**src/rtl/core_ctrl_pkg.sv**
```systemverilog
// Shared types and constants for the multicycle RV32I control path.
package core_ctrl_pkg;

    // Controller states (4-bit; encodings 11-15 are unused)
    typedef enum logic [3:0] {
        ST_FETCH    = 4'd0,
        ST_DECODE   = 4'd1,
        ST_MEMADR   = 4'd2,
        ST_MEMREAD  = 4'd3,
        ST_MEMWB    = 4'd4,
        ST_MEMWRITE = 4'd5,
        ST_EXEC_R   = 4'd6,
        ST_EXEC_I   = 4'd7,
        ST_ALUWB    = 4'd8,
        ST_JAL      = 4'd9,
        ST_BEQ      = 4'd10
    } ctrl_state_t;

    // Supported opcodes
    localparam logic [6:0] OP_LW  = 7'b0000011;
    localparam logic [6:0] OP_SW  = 7'b0100011;
    localparam logic [6:0] OP_R   = 7'b0110011;
    localparam logic [6:0] OP_I   = 7'b0010011;
    localparam logic [6:0] OP_JAL = 7'b1101111;
    localparam logic [6:0] OP_BEQ = 7'b1100011;

    // ALU decoder control
    localparam logic [1:0] ALUOP_ADD   = 2'b00;
    localparam logic [1:0] ALUOP_SUB   = 2'b01;
    localparam logic [1:0] ALUOP_FUNCT = 2'b10;

    // Result mux
    localparam logic [1:0] RES_ALUOUT = 2'b00;
    localparam logic [1:0] RES_DATA   = 2'b01;
    localparam logic [1:0] RES_ALURES = 2'b10;

    // ALU A mux
    localparam logic [1:0] SRCA_PC    = 2'b00;
    localparam logic [1:0] SRCA_OLDPC = 2'b01;
    localparam logic [1:0] SRCA_RS1   = 2'b10;

    // ALU B mux
    localparam logic [1:0] SRCB_RS2  = 2'b00;
    localparam logic [1:0] SRCB_IMM  = 2'b01;
    localparam logic [1:0] SRCB_FOUR = 2'b10;

    // Bundle of all decoded control outputs
    typedef struct packed {
        logic       pc_write;
        logic       adr_src;
        logic       mem_write;
        logic       ir_write;
        logic [1:0] result_src;
        logic [1:0] alu_src_a;
        logic [1:0] alu_src_b;
        logic [1:0] alu_op;
        logic       reg_write;
        logic       illegal_instr;
    } ctrl_out_t;

    // True for every opcode the controller knows how to sequence
    function automatic logic is_legal_op(input logic [6:0] op);
        return (op == OP_LW) || (op == OP_SW) || (op == OP_R) ||
               (op == OP_I)  || (op == OP_JAL) || (op == OP_BEQ);
    endfunction

endpackage

```
**src/rtl/multicycle_ctrl_fsm_if.sv**
```systemverilog
// Controller <-> datapath signal bundle. The controller uses the master
// modport; the datapath (or a testbench) uses the slave modport.
interface multicycle_ctrl_fsm_if #(
    parameter int CNT_W = 32
) ();
    logic [6:0]       op;
    logic             zero;
    logic             mem_ready;
    logic             pc_write;
    logic             adr_src;
    logic             mem_write;
    logic             ir_write;
    logic [1:0]       result_src;
    logic [1:0]       alu_src_a;
    logic [1:0]       alu_src_b;
    logic [1:0]       alu_op;
    logic             reg_write;
    logic             illegal_instr;
    logic [CNT_W-1:0] retired;
    logic [3:0]       state_dbg;

    modport master (
        input  op, zero, mem_ready,
        output pc_write, adr_src, mem_write, ir_write, result_src,
               alu_src_a, alu_src_b, alu_op, reg_write, illegal_instr,
               retired, state_dbg
    );

    modport slave (
        output op, zero, mem_ready,
        input  pc_write, adr_src, mem_write, ir_write, result_src,
               alu_src_a, alu_src_b, alu_op, reg_write, illegal_instr,
               retired, state_dbg
    );
endinterface

```
**src/rtl/ctrl_out_decode.sv**
```systemverilog
// Pure combinational state -> control-output table. Only FETCH, DECODE
// and BEQ look at inputs (mem_ready, op, zero respectively).
module ctrl_out_decode
    import core_ctrl_pkg::*;
(
    input  ctrl_state_t state,
    input  logic [6:0]  op,
    input  logic        zero,
    input  logic        mem_ready,
    output ctrl_out_t   ctrl
);

    // Decode the current state into mux selects and enables; unlisted signals stay 0
    always_comb begin
        ctrl = '0;
        case (state)
            ST_FETCH: begin
                ctrl.adr_src    = 1'b0;
                ctrl.alu_src_a  = SRCA_PC;
                ctrl.alu_src_b  = SRCB_FOUR;
                ctrl.alu_op     = ALUOP_ADD;
                ctrl.result_src = RES_ALURES;
                // Fetch completes only in the mem_ready cycle, so IR/PC load once per fetch
                ctrl.ir_write   = mem_ready;
                ctrl.pc_write   = mem_ready;
            end
            ST_DECODE: begin
                ctrl.alu_src_a     = SRCA_OLDPC;
                ctrl.alu_src_b     = SRCB_IMM;
                ctrl.alu_op        = ALUOP_ADD;
                ctrl.illegal_instr = !is_legal_op(op);
            end
            ST_MEMADR: begin
                ctrl.alu_src_a = SRCA_RS1;
                ctrl.alu_src_b = SRCB_IMM;
                ctrl.alu_op    = ALUOP_ADD;
            end
            ST_MEMREAD: begin
                ctrl.result_src = RES_ALUOUT;
                ctrl.adr_src    = 1'b1;
            end
            ST_MEMWB: begin
                ctrl.result_src = RES_DATA;
                ctrl.reg_write  = 1'b1;
            end
            ST_MEMWRITE: begin
                ctrl.result_src = RES_ALUOUT;
                ctrl.adr_src    = 1'b1;
                ctrl.mem_write  = 1'b1;
            end
            ST_EXEC_R: begin
                ctrl.alu_src_a = SRCA_RS1;
                ctrl.alu_src_b = SRCB_RS2;
                ctrl.alu_op    = ALUOP_FUNCT;
            end
            ST_EXEC_I: begin
                ctrl.alu_src_a = SRCA_RS1;
                ctrl.alu_src_b = SRCB_IMM;
                ctrl.alu_op    = ALUOP_FUNCT;
            end
            ST_ALUWB: begin
                ctrl.result_src = RES_ALUOUT;
                ctrl.reg_write  = 1'b1;
            end
            ST_JAL: begin
                // PC <- branch target computed in DECODE; ALU forms OldPC+4 for the link
                ctrl.alu_src_a  = SRCA_OLDPC;
                ctrl.alu_src_b  = SRCB_FOUR;
                ctrl.alu_op     = ALUOP_ADD;
                ctrl.result_src = RES_ALUOUT;
                ctrl.pc_write   = 1'b1;
            end
            ST_BEQ: begin
                ctrl.alu_src_a  = SRCA_RS1;
                ctrl.alu_src_b  = SRCB_RS2;
                ctrl.alu_op     = ALUOP_SUB;
                ctrl.result_src = RES_ALUOUT;
                ctrl.pc_write   = zero;
            end
            default: ctrl = '0;
        endcase
    end

endmodule

```
**src/rtl/multicycle_ctrl_fsm.sv**
```systemverilog
// Main multicycle RV32I control FSM: state register, next-state logic,
// retired-instruction counter, and reset gating of the decoded outputs.
module multicycle_ctrl_fsm
    import core_ctrl_pkg::*;
#(
    parameter int CNT_W = 32
) (
    input  logic                  clk,
    input  logic                  rst,
    multicycle_ctrl_fsm_if.master bus
);

    ctrl_state_t      state_q, state_d;
    logic [CNT_W-1:0] retired_q, retired_d;
    logic             retire_evt;
    ctrl_out_t        dec;

    // State register; reset abandons any instruction in flight
    always_ff @(posedge clk or posedge rst) begin
        if (rst) state_q <= ST_FETCH;
        else     state_q <= state_d;
    end

    // Retired-instruction counter, wraps naturally at 2^CNT_W
    always_ff @(posedge clk or posedge rst) begin
        if (rst) retired_q <= '0;
        else     retired_q <= retired_d;
    end

    // Next-state selection and retire detection
    always_comb begin
        state_d    = state_q;
        retire_evt = 1'b0;
        case (state_q)
            ST_FETCH: begin
                if (bus.mem_ready) state_d = ST_DECODE;
            end
            ST_DECODE: begin
                case (bus.op)
                    OP_LW, OP_SW: state_d = ST_MEMADR;
                    OP_R:         state_d = ST_EXEC_R;
                    OP_I:         state_d = ST_EXEC_I;
                    OP_JAL:       state_d = ST_JAL;
                    OP_BEQ:       state_d = ST_BEQ;
                    default:      state_d = ST_FETCH;
                endcase
            end
            ST_MEMADR: begin
                state_d = (bus.op == OP_LW) ? ST_MEMREAD : ST_MEMWRITE;
            end
            ST_MEMREAD: begin
                if (bus.mem_ready) state_d = ST_MEMWB;
            end
            ST_MEMWB: begin
                state_d    = ST_FETCH;
                retire_evt = 1'b1;
            end
            ST_MEMWRITE: begin
                if (bus.mem_ready) begin
                    state_d    = ST_FETCH;
                    retire_evt = 1'b1;
                end
            end
            ST_EXEC_R: state_d = ST_ALUWB;
            ST_EXEC_I: state_d = ST_ALUWB;
            ST_ALUWB: begin
                state_d    = ST_FETCH;
                retire_evt = 1'b1;
            end
            ST_JAL: state_d = ST_ALUWB;
            ST_BEQ: begin
                state_d    = ST_FETCH;
                retire_evt = 1'b1;
            end
            default: state_d = ST_FETCH;
        endcase
        retired_d = retire_evt ? (retired_q + CNT_W'(1)) : retired_q;
    end

    ctrl_out_decode u_decode (
        .state     (state_q),
        .op        (bus.op),
        .zero      (bus.zero),
        .mem_ready (bus.mem_ready),
        .ctrl      (dec)
    );

    // Drive outputs; write enables and the illegal pulse are held low during reset
    always_comb begin
        bus.pc_write      = dec.pc_write & ~rst;
        bus.ir_write      = dec.ir_write & ~rst;
        bus.reg_write     = dec.reg_write & ~rst;
        bus.mem_write     = dec.mem_write & ~rst;
        bus.illegal_instr = dec.illegal_instr & ~rst;
        bus.adr_src       = dec.adr_src;
        bus.result_src    = dec.result_src;
        bus.alu_src_a     = dec.alu_src_a;
        bus.alu_src_b     = dec.alu_src_b;
        bus.alu_op        = dec.alu_op;
        bus.retired       = retired_q;
        bus.state_dbg     = state_q;
    end

endmodule
```
**src/flat_wrapper.sv**
```systemverilog
// flat-port wrapper written by rule: the top's interface ports become plain ports
module multicycle_ctrl_fsm_flat import core_ctrl_pkg::*;
#(
    parameter int CNT_W = 32
)
  (clk, rst, bus_op, bus_zero, bus_mem_ready, bus_pc_write, bus_adr_src, bus_mem_write, bus_ir_write, bus_result_src, bus_alu_src_a, bus_alu_src_b, bus_alu_op, bus_reg_write, bus_illegal_instr, bus_retired, bus_state_dbg);
  multicycle_ctrl_fsm_if #(.CNT_W(CNT_W)) bus_i ();
  input  logic clk;
  input  logic rst;
  input wire logic [$bits(bus_i.op)-1:0] bus_op;
  input wire logic [$bits(bus_i.zero)-1:0] bus_zero;
  input wire logic [$bits(bus_i.mem_ready)-1:0] bus_mem_ready;
  output wire logic [$bits(bus_i.pc_write)-1:0] bus_pc_write;
  output wire logic [$bits(bus_i.adr_src)-1:0] bus_adr_src;
  output wire logic [$bits(bus_i.mem_write)-1:0] bus_mem_write;
  output wire logic [$bits(bus_i.ir_write)-1:0] bus_ir_write;
  output wire logic [$bits(bus_i.result_src)-1:0] bus_result_src;
  output wire logic [$bits(bus_i.alu_src_a)-1:0] bus_alu_src_a;
  output wire logic [$bits(bus_i.alu_src_b)-1:0] bus_alu_src_b;
  output wire logic [$bits(bus_i.alu_op)-1:0] bus_alu_op;
  output wire logic [$bits(bus_i.reg_write)-1:0] bus_reg_write;
  output wire logic [$bits(bus_i.illegal_instr)-1:0] bus_illegal_instr;
  output wire logic [$bits(bus_i.retired)-1:0] bus_retired;
  output wire logic [$bits(bus_i.state_dbg)-1:0] bus_state_dbg;
  assign bus_i.op = bus_op;
  assign bus_i.zero = bus_zero;
  assign bus_i.mem_ready = bus_mem_ready;
  assign bus_pc_write = bus_i.pc_write;
  assign bus_adr_src = bus_i.adr_src;
  assign bus_mem_write = bus_i.mem_write;
  assign bus_ir_write = bus_i.ir_write;
  assign bus_result_src = bus_i.result_src;
  assign bus_alu_src_a = bus_i.alu_src_a;
  assign bus_alu_src_b = bus_i.alu_src_b;
  assign bus_alu_op = bus_i.alu_op;
  assign bus_reg_write = bus_i.reg_write;
  assign bus_illegal_instr = bus_i.illegal_instr;
  assign bus_retired = bus_i.retired;
  assign bus_state_dbg = bus_i.state_dbg;
  multicycle_ctrl_fsm #(.CNT_W(CNT_W)) u_core (.clk(clk), .rst(rst), .bus(bus_i));
endmodule
```
**config.mk**
```make
export PLATFORM = sky130hd
export DESIGN_NAME = multicycle_ctrl_fsm_flat
export DESIGN_NICKNAME = d
export VERILOG_FILES = /design/src/rtl/core_ctrl_pkg.sv /design/src/rtl/multicycle_ctrl_fsm_if.sv /design/src/rtl/ctrl_out_decode.sv /design/src/rtl/multicycle_ctrl_fsm.sv /design/src/flat_wrapper.sv
export SDC_FILE = /design/constraint.sdc
export NUM_CORES = 1
export LEC_CHECK = 0
export CAP_MARGIN = 15
export CORE_AREA = 2 2 73 75
export DETAILED_ROUTE_END_ITERATION = 8
export DIE_AREA = 0 0 75 77
export PLACE_DENSITY = 0.78
export SKIP_LAST_GASP = 1
export SLEW_MARGIN = 25
export SYNTH_ARGS = -nofsm -noshare
export SYNTH_HDL_FRONTEND = slang
export SYNTH_HIERARCHICAL = 1
export SYNTH_SLANG_ARGS = --single-unit
```
**constraint.sdc**
```tcl
create_clock -name clk -period 1.8 [get_ports clk]
set_input_delay 0.36 -clock clk [delete_from_list [all_inputs] [get_ports clk]]
set_output_delay 0.36 -clock clk [all_outputs]
set_load 0.01 [all_outputs]
```
==> results of run 1 <==
==> registers in the layout (all words and copies together), names as in the netlist <==
signal                count
u_core/bus.retired       32
u_core/bus.state_dbg      4
==> path summary, 6_finish.rpt <==
path | end | slack (ns) | start | cells past startpoint
max | bus_reg_write | -0.28 | u_core/bus.state_dbg[3] | 7
min | u_core/bus.retired[31] | 0.48 | u_core/bus.retired[31] | 1
max reg2reg | u_core/bus.retired[20] | -0.15 | u_core/bus.state_dbg[0] | 7
min reg2reg | u_core/bus.retired[31] | 0.48 | u_core/bus.retired[31] | 1
max in group asynchronous | u_core/bus.state_dbg[2] | 0.83 | rst | 4
min in group asynchronous | u_core/bus.state_dbg[0] | 0.77 | rst | 4
==> power by group <==
| part | total (W) | internal, W | switching [W] |
|---|---|---|---|
| Combinational | 0.000417 | 0.000227 | 0.000190 |
| Clock | 0.000703 | 0.000411 | 0.000292 |
| Sequential | 0.000857 | 0.000833 | 0.0000242 |
| Total | 0.00198 | 0.00147 | 0.000507 |
==> cells in the mapped netlist (2+ instances only) <==
master     n
nor2_1    14
or3_1      2
buf_4      2
dfrtp_1   36
and4_1     5
nor2b_1    6
nand4_1    6
buf_6      3
nand3_1   11
o21ai_0    3
xnor2_1   17
xor2_1    18
and3_1     4
inv_1      6
a21oi_1    6
nand2_1   20
nand2b_1   4
nor3_1    17
==> worst max-delay path, cell delays in order (launching register included) <==
cell	delay, ns
dfrtp_2	0.43
buf_12	0.13
buf_12	0.12
buf_8	0.12
xnor2_2	0.12
nor3_2	0.16
nor2b_1	0.18
buf_2	0.17
==> cell families (layout without fill, tap and decap cells) <==
| group | Yosys count | in the layout |
|---|---|---|
| AO/OA/AOI/OAI | 22 | 22 |
| XOR/XNOR | 35 | 35 |
| adder cells (fa/ha/maj) | 1 | 1 |
| buffers and inverters | 13 | 152 |
| flip-flops | 36 | 36 |
| multiplexers | 1 | 1 |
| AND/OR/NAND/NOR | 104 | 104 |
==> layout make-up <==
class / instances / share of cell area
multi-input combinational: 163 / 0.361
clock buffer: 6 / 0.0193
timing repair buffer: 137 / 0.339
clock inverter: 2 / 0.00931
tap: 70 / 0.0233
sequential: 36 / 0.241
inverter: 7 / 0.00698
==> repair_timing <==
action	CTS	global route
pin swaps	14	23
setup endpoints to repair	34	38
resized for setup	87	51
setup buffers	18	10
==> routing by layer <==
layer	share of wire	vias to the layer above	wire length, um	global-route usage
li1	-	1034	-	-
met1	0.41	1128	2750	0.287
met2	0.53	65	3560	0.368
met3	0.049	10	327	0.0434
met4	0.014	0	96	0.0768
met5	0	-	0	0
==> stage by stage <==
stage / hold slack (ns) / power (W) / instances
after global routing: 0.492 / 0.00207 / 421
after detailed placement: 0.462 / 0.00123 / 387
after CTS: 0.474 / 0.00194 / 412
after global placement: 0.457 / 0.00122 / 387
after floorplan: 0.504 / 0.00102 / 212
final: 0.479 / 0.00198 / 421
==> impl_metrics.py, run 1 <==
metrics = {
    "status": {
        "outcome": "complete, but fails checks",
        "violations": "setup timing",
    },
    "placed_design": {
        "gp_congestion": 0.841,
        "dp_hpwl_um": 4060,
        "portBuffers": 60,
        "placed_area_mm2": 0.00312,
        "dp_slack_ns": -0.622,
    },
    "synthesis": {
        "synth_flop_cell": "dfrtp_1",
        "synthTopCellsByArea": "dfrtp_1 (44%), xor2_1 (7.6%), xnor2_1 (7.2%)",
        "synth_top_family_by_area": "simple AND/OR/NAND/NOR gates",
        "synth_cell_types": 50,
        "synthMuxAreaShare": 0.00545,
        "synth_xor_area_frac": 0.148,
        "ys_seq_area_frac": 0.436,
        "syn_inst": 212,
        "synth_adder_area_share": 0.00605,
        "async_flop_share": 1.00,
        "yosysTopAreaCell": "dfrtp_1",
        "synth.yosys.warnings": 6,
        "synth-edff-count": 0,
        "netlist_area_mm2": 0.00207,
        "avgSynthCellArea_um2": 9.75,
        "synthesis.nets": 224,
        "ys_ff_latch": 36,
        "synth_compound_area_frac": 0.0787,
        "synth_top_area_frac": 0.436,
        "synthSimpleGateAreaFrac": 0.288,
    },
    "route": {
        "drt-pass1-iter-count": 4,
        "vias_per_cell": 5.31,
        "routed_wl_um": 6740,
        "ant_nets": 0,
        "drt_iter0_markers": 182,
        "drcViolationCount": 0,
        "wire_per_inst_um": 16.0,
        "dr_total_vias": 2237,
    },
    "floorplanning": {
        "die_area_mm2": 0.00578,
        "initial_core_util": 0.415,
        "io_pins": 61,
        "placeableCoreArea_mm2": 0.00498,
        "dieHeight_um": 77,
        "rows": 26,
        "fp.dieW_um": 75,
    },
    "worst_setup_path": {
        "start_kind": "register",
        "required_ns": 1.44,
        "crit_type": "register to primary output",
        "critical_path_arrival_ns": 1.72,
        "crit_fanout": 4,
        "endpoint_kind": "primary output",
    },
    "sta": {
        "timing.fmax_mhz": 482,
        "relSlewSlack": 0.647,
        "setup_slack_ns": -0.276,
        "setup_violations": 26,
        "hold_viol": 0,
        "grt_setup_unrepaired": "true",
        "fin_skew_ns": 0.0103,
        "maxSlewViolCount": 0,
        "finalCritPeriodShare": 1.15,
        "fin_crit_ns": 2.08,
        "worst_slew_pin_slew_ns": 0.526,
        "setup-tns-final_ns": -2.32,
    },
    "finish": {
        "layout_commonest_cell": "buf_4",
        "regArea_um2": 906,
        "final_core_util": 0.756,
        "layout_common_cells": "buf_4 (52), clkdlybuf4s50_1 (37), dfrtp_1 (32)",
        "diodes": 0,
        "fin_area_mm2": 0.00376,
        "drive_gt1_frac": 0.416,
        "area_growth_syn_to_layout_pct": 82.0,
        "multiInputGateArea_mm2": 0.00136,
        "fillers": 317,
        "nNetsFinal": 362,
    },
    "global_route": {
        "grt_max_degree": 37,
        "track_usage": 0.223,
        "grt_antenna_before_repair": 0,
        "grt_pass1_wl_um": 9990,
        "grt_overflow": 0,
        "grt_pass1_vias": 2180,
    },
    "clock_network": {
        "numCtsBuffers": 5,
        "cts_tree": "done",
        "cts-root-buf": "clkbuf_8",
        "cts_sinks": 36,
        "clockBufferDepth": 2,
        "clkTransAtPathRegs_ns": 0.08,
        "insertion_delay_ns": 0.29,
        "ctsHoldBuffers": 0,
        "htree_levels": 2,
    },
    "power_and_ir_drop": {
        "power.density_mw_per_mm2": 526,
        "p_leak_nw": 1.92,
        "ir_worst_vdd_uv": 391,
    },
    "run": {
        "drv_cap": 0,
    },
    "hold_path": {
        "hold_class": "register to register",
    },
}
(Power assumes the default switching activity.)
==> inputs of run 2 (changes only) <==
CORE_AREA = 2 2 64 66   (was 2 2 73 75)
DIE_AREA = 0 0 66 68   (was 0 0 75 77)
DONT_BUFFER_PORTS = 1   (was not set)
PLACE_DENSITY = 0.76   (was 0.78)
SETUP_SLACK_MARGIN = 0.15   (was not set)
==> run 2 against run 1 <==
  * The run still ends with setup timing left
  * Final cell count down 24%
  * Sequential share of layout area up 5.4 points
  * Critical endpoint is now bus_pc_write
  * Global-route usage up 2.3 points
  * Register-to-register slack better by 0.11 ns
  * Non-clock buffer count down 81
  * Wire length down 8.7%
  * Clock-buffer cell count up 1
  * Hold slack worse by 0.41 ns
  * Maximum frequency up 7.2%
  * Setup slack better by 0.14 ns
==> impl_metrics.py, run 2 (synthesis results as in run 1) <==
metrics = {
    "status": {
        "outcome": "complete, but fails checks",
        "violations": "setup timing",
    },
    "global_route": {
        "grt_antenna_before_repair": 0,
        "grt_max_degree": 37,
        "grt_overflow": 0,
        "grt_pass1_wl_um": 8160,
        "track_usage": 0.246,
        "grt_pass1_vias": 1745,
    },
    "worst_setup_path": {
        "cp_slowest_stage_delay_ns": 0.42,
        "endpoint_kind": "primary output",
        "cp-startpoint": "u_core/bus.state_dbg[1]",
        "reg2reg_slack_ns": -0.04,
        "cp-endpoint": "bus_pc_write",
        "crit_fanout": 9,
        "cp_slowest_cell": "dfrtp_1",
        "critical_path_arrival_ns": 1.58,
        "critical_path.reg2reg.endpoint": "u_core/bus.retired[3]",
        "crit_chain": "buf_8, inv_4, nand2_2, a311oi_2, nor2b_4",
        "required_ns": 1.44,
        "start_kind": "register",
        "crit_type": "register to primary output",
        "rr_worst_depth": 9,
        "timing.rr.start": "u_core/bus.state_dbg[3]",
    },
    "placed_design": {
        "portBuffers": 0,
        "gp_congestion": 0.851,
        "placed_area_mm2": 0.00240,
        "dp_slack_ns": -0.0355,
        "dp_hpwl_um": 3380,
    },
    "sta": {
        "fin_skew_ns": 0.00386,
        "setup_violations": 10,
        "relSlewSlack": 0.695,
        "worst_slew_pin_slew_ns": 0.458,
        "maxSlewViolCount": 0,
        "fin_crit_ns": 1.94,
        "holdWs_ns": 0.0682,
        "setup-tns-final_ns": -0.601,
        "finalCritPeriodShare": 1.08,
        "timing.fmax_mhz": 516,
        "setup_slack_ns": -0.136,
        "hold_viol": 0,
        "grt_setup_unrepaired": "true",
    },
    "route": {
        "dr_total_vias": 1880,
        "drcViolationCount": 0,
        "drt_iter0_markers": 105,
        "drt-pass1-iter-count": 4,
        "vias_per_cell": 5.88,
        "wire_per_inst_um": 19.2,
        "ant_nets": 0,
        "routed_wl_um": 6150,
    },
    "clock_network": {
        "clkTransAtPathRegs_ns": 0.07,
        "insertion_delay_ns": 0.29,
        "cts_sinks": 36,
        "ctsHoldBuffers": 0,
        "htree_levels": 2,
        "clockBufferDepth": 2,
        "cts_tree": "done",
        "numCtsBuffers": 5,
        "cts-root-buf": "clkbuf_8",
    },
    "power_and_ir_drop": {
        "power.density_mw_per_mm2": 577,
        "ir_worst_vdd_uv": 596,
        "p_leak_nw": 1.46,
    },
    "finish": {
        "final_core_util": 0.797,
        "layout_common_cells": "buf_4 (43), dfrtp_1 (32), nand2_1 (19)",
        "drive_gt1_frac": 0.422,
        "fin_area_mm2": 0.00307,
        "diodes": 0,
        "fillers": 225,
        "layout_commonest_cell": "buf_4",
        "largest_reg_flops": 32,
        "area_growth_syn_to_layout_pct": 48.6,
        "nNetsFinal": 281,
    },
    "floorplanning": {
        "fp.dieW_um": 66,
        "rows": 23,
        "die_area_mm2": 0.00449,
        "initial_core_util": 0.536,
        "dieHeight_um": 68,
        "placeableCoreArea_mm2": 0.00386,
        "io_pins": 61,
    },
    "run": {
        "drv_cap": 0,
    },
    "hold_path": {
        "hold_class": "input pin to async pin",
    },
}
run 2: changes by cell type in the layout (fill, tap and decap cells not counted), sizes merged, moves of 2 or more:
| cell | change |
|---|---|
| bufbuf | +2 |
| dlymetal6s2s | -6 |
| dlygate4sd2 | -4 |
| clkdlybuf4s50 | -37 |
| clkbuf | +3 |
| buf | -37 |
run 2: metrics by stage:
| stage | total power [W] | cells |
|---|---|---|
| after floorplan | 0.00102 | 212 |
| after global placement | 0.00109 | 292 |
| after detailed placement | 0.00109 | 292 |
| after CTS | 0.00169 | 307 |
| after global routing | 0.00186 | 320 |
| final | 0.00177 | 320 |
run 2: how the worst min path moves through the flow:
stage,slack [ns],endpoint,start
after global routing,0.11,u_core/bus.retired[16],rst
after detailed placement,0.38,u_core/bus.state_dbg[1],rst
after floorplan,0.50,u_core/bus.retired[31],u_core/bus.retired[31]
after CTS,0.07,u_core/bus.retired[3],rst
after global placement,0.38,u_core/bus.state_dbg[1],rst
final,0.07,u_core/bus.retired[13],rst
run 2: worst max-delay path, delay by kind of cell (launching register included):
family	cells	cell delay (ns)
AND/OR/NAND/NOR	2	0.33
AO/OA/AOI/OAI	1	0.27
flip-flops	1	0.42
buffers and inverters	2	0.26
run 2: cell type report:
class,instances,area (um^2),share of cell area
Clock buffer,7,76.3,0.0248
Clock inverter,1,8.76,0.00285
Inverter,7,28.8,0.00937
Multi-Input combinational cell,163,1380,0.448
Sequential cell,36,906,0.295
Tap cell,50,62.6,0.0204
Timing Repair Buffer,56,614,0.200
run 2: repair_timing:
item / in CTS / in global routing
pin swaps: 7 / 12
resized for setup: 32 / 34
cloned: 5 / 2
endpoints found under the setup margin: 24 / 44
setup buffers: 2 / 12
run 2: report_power, final:
part	total [W]	internal (W)	switching, W
clock network	0.000565	0.000276	0.000289
registers	0.000852	0.000833	0.0000187
logic	0.000356	0.000181	0.000175
total	0.00177	0.00129	0.000482
run 2: routing by layer:
layer,global-route usage,part of all wire,up-vias
li1,-,-,863
met1,0.291,0.37,926
met2,0.420,0.52,77
met3,0.0806,0.074,14
met4,0.0918,0.027,0
met5,0,0,-
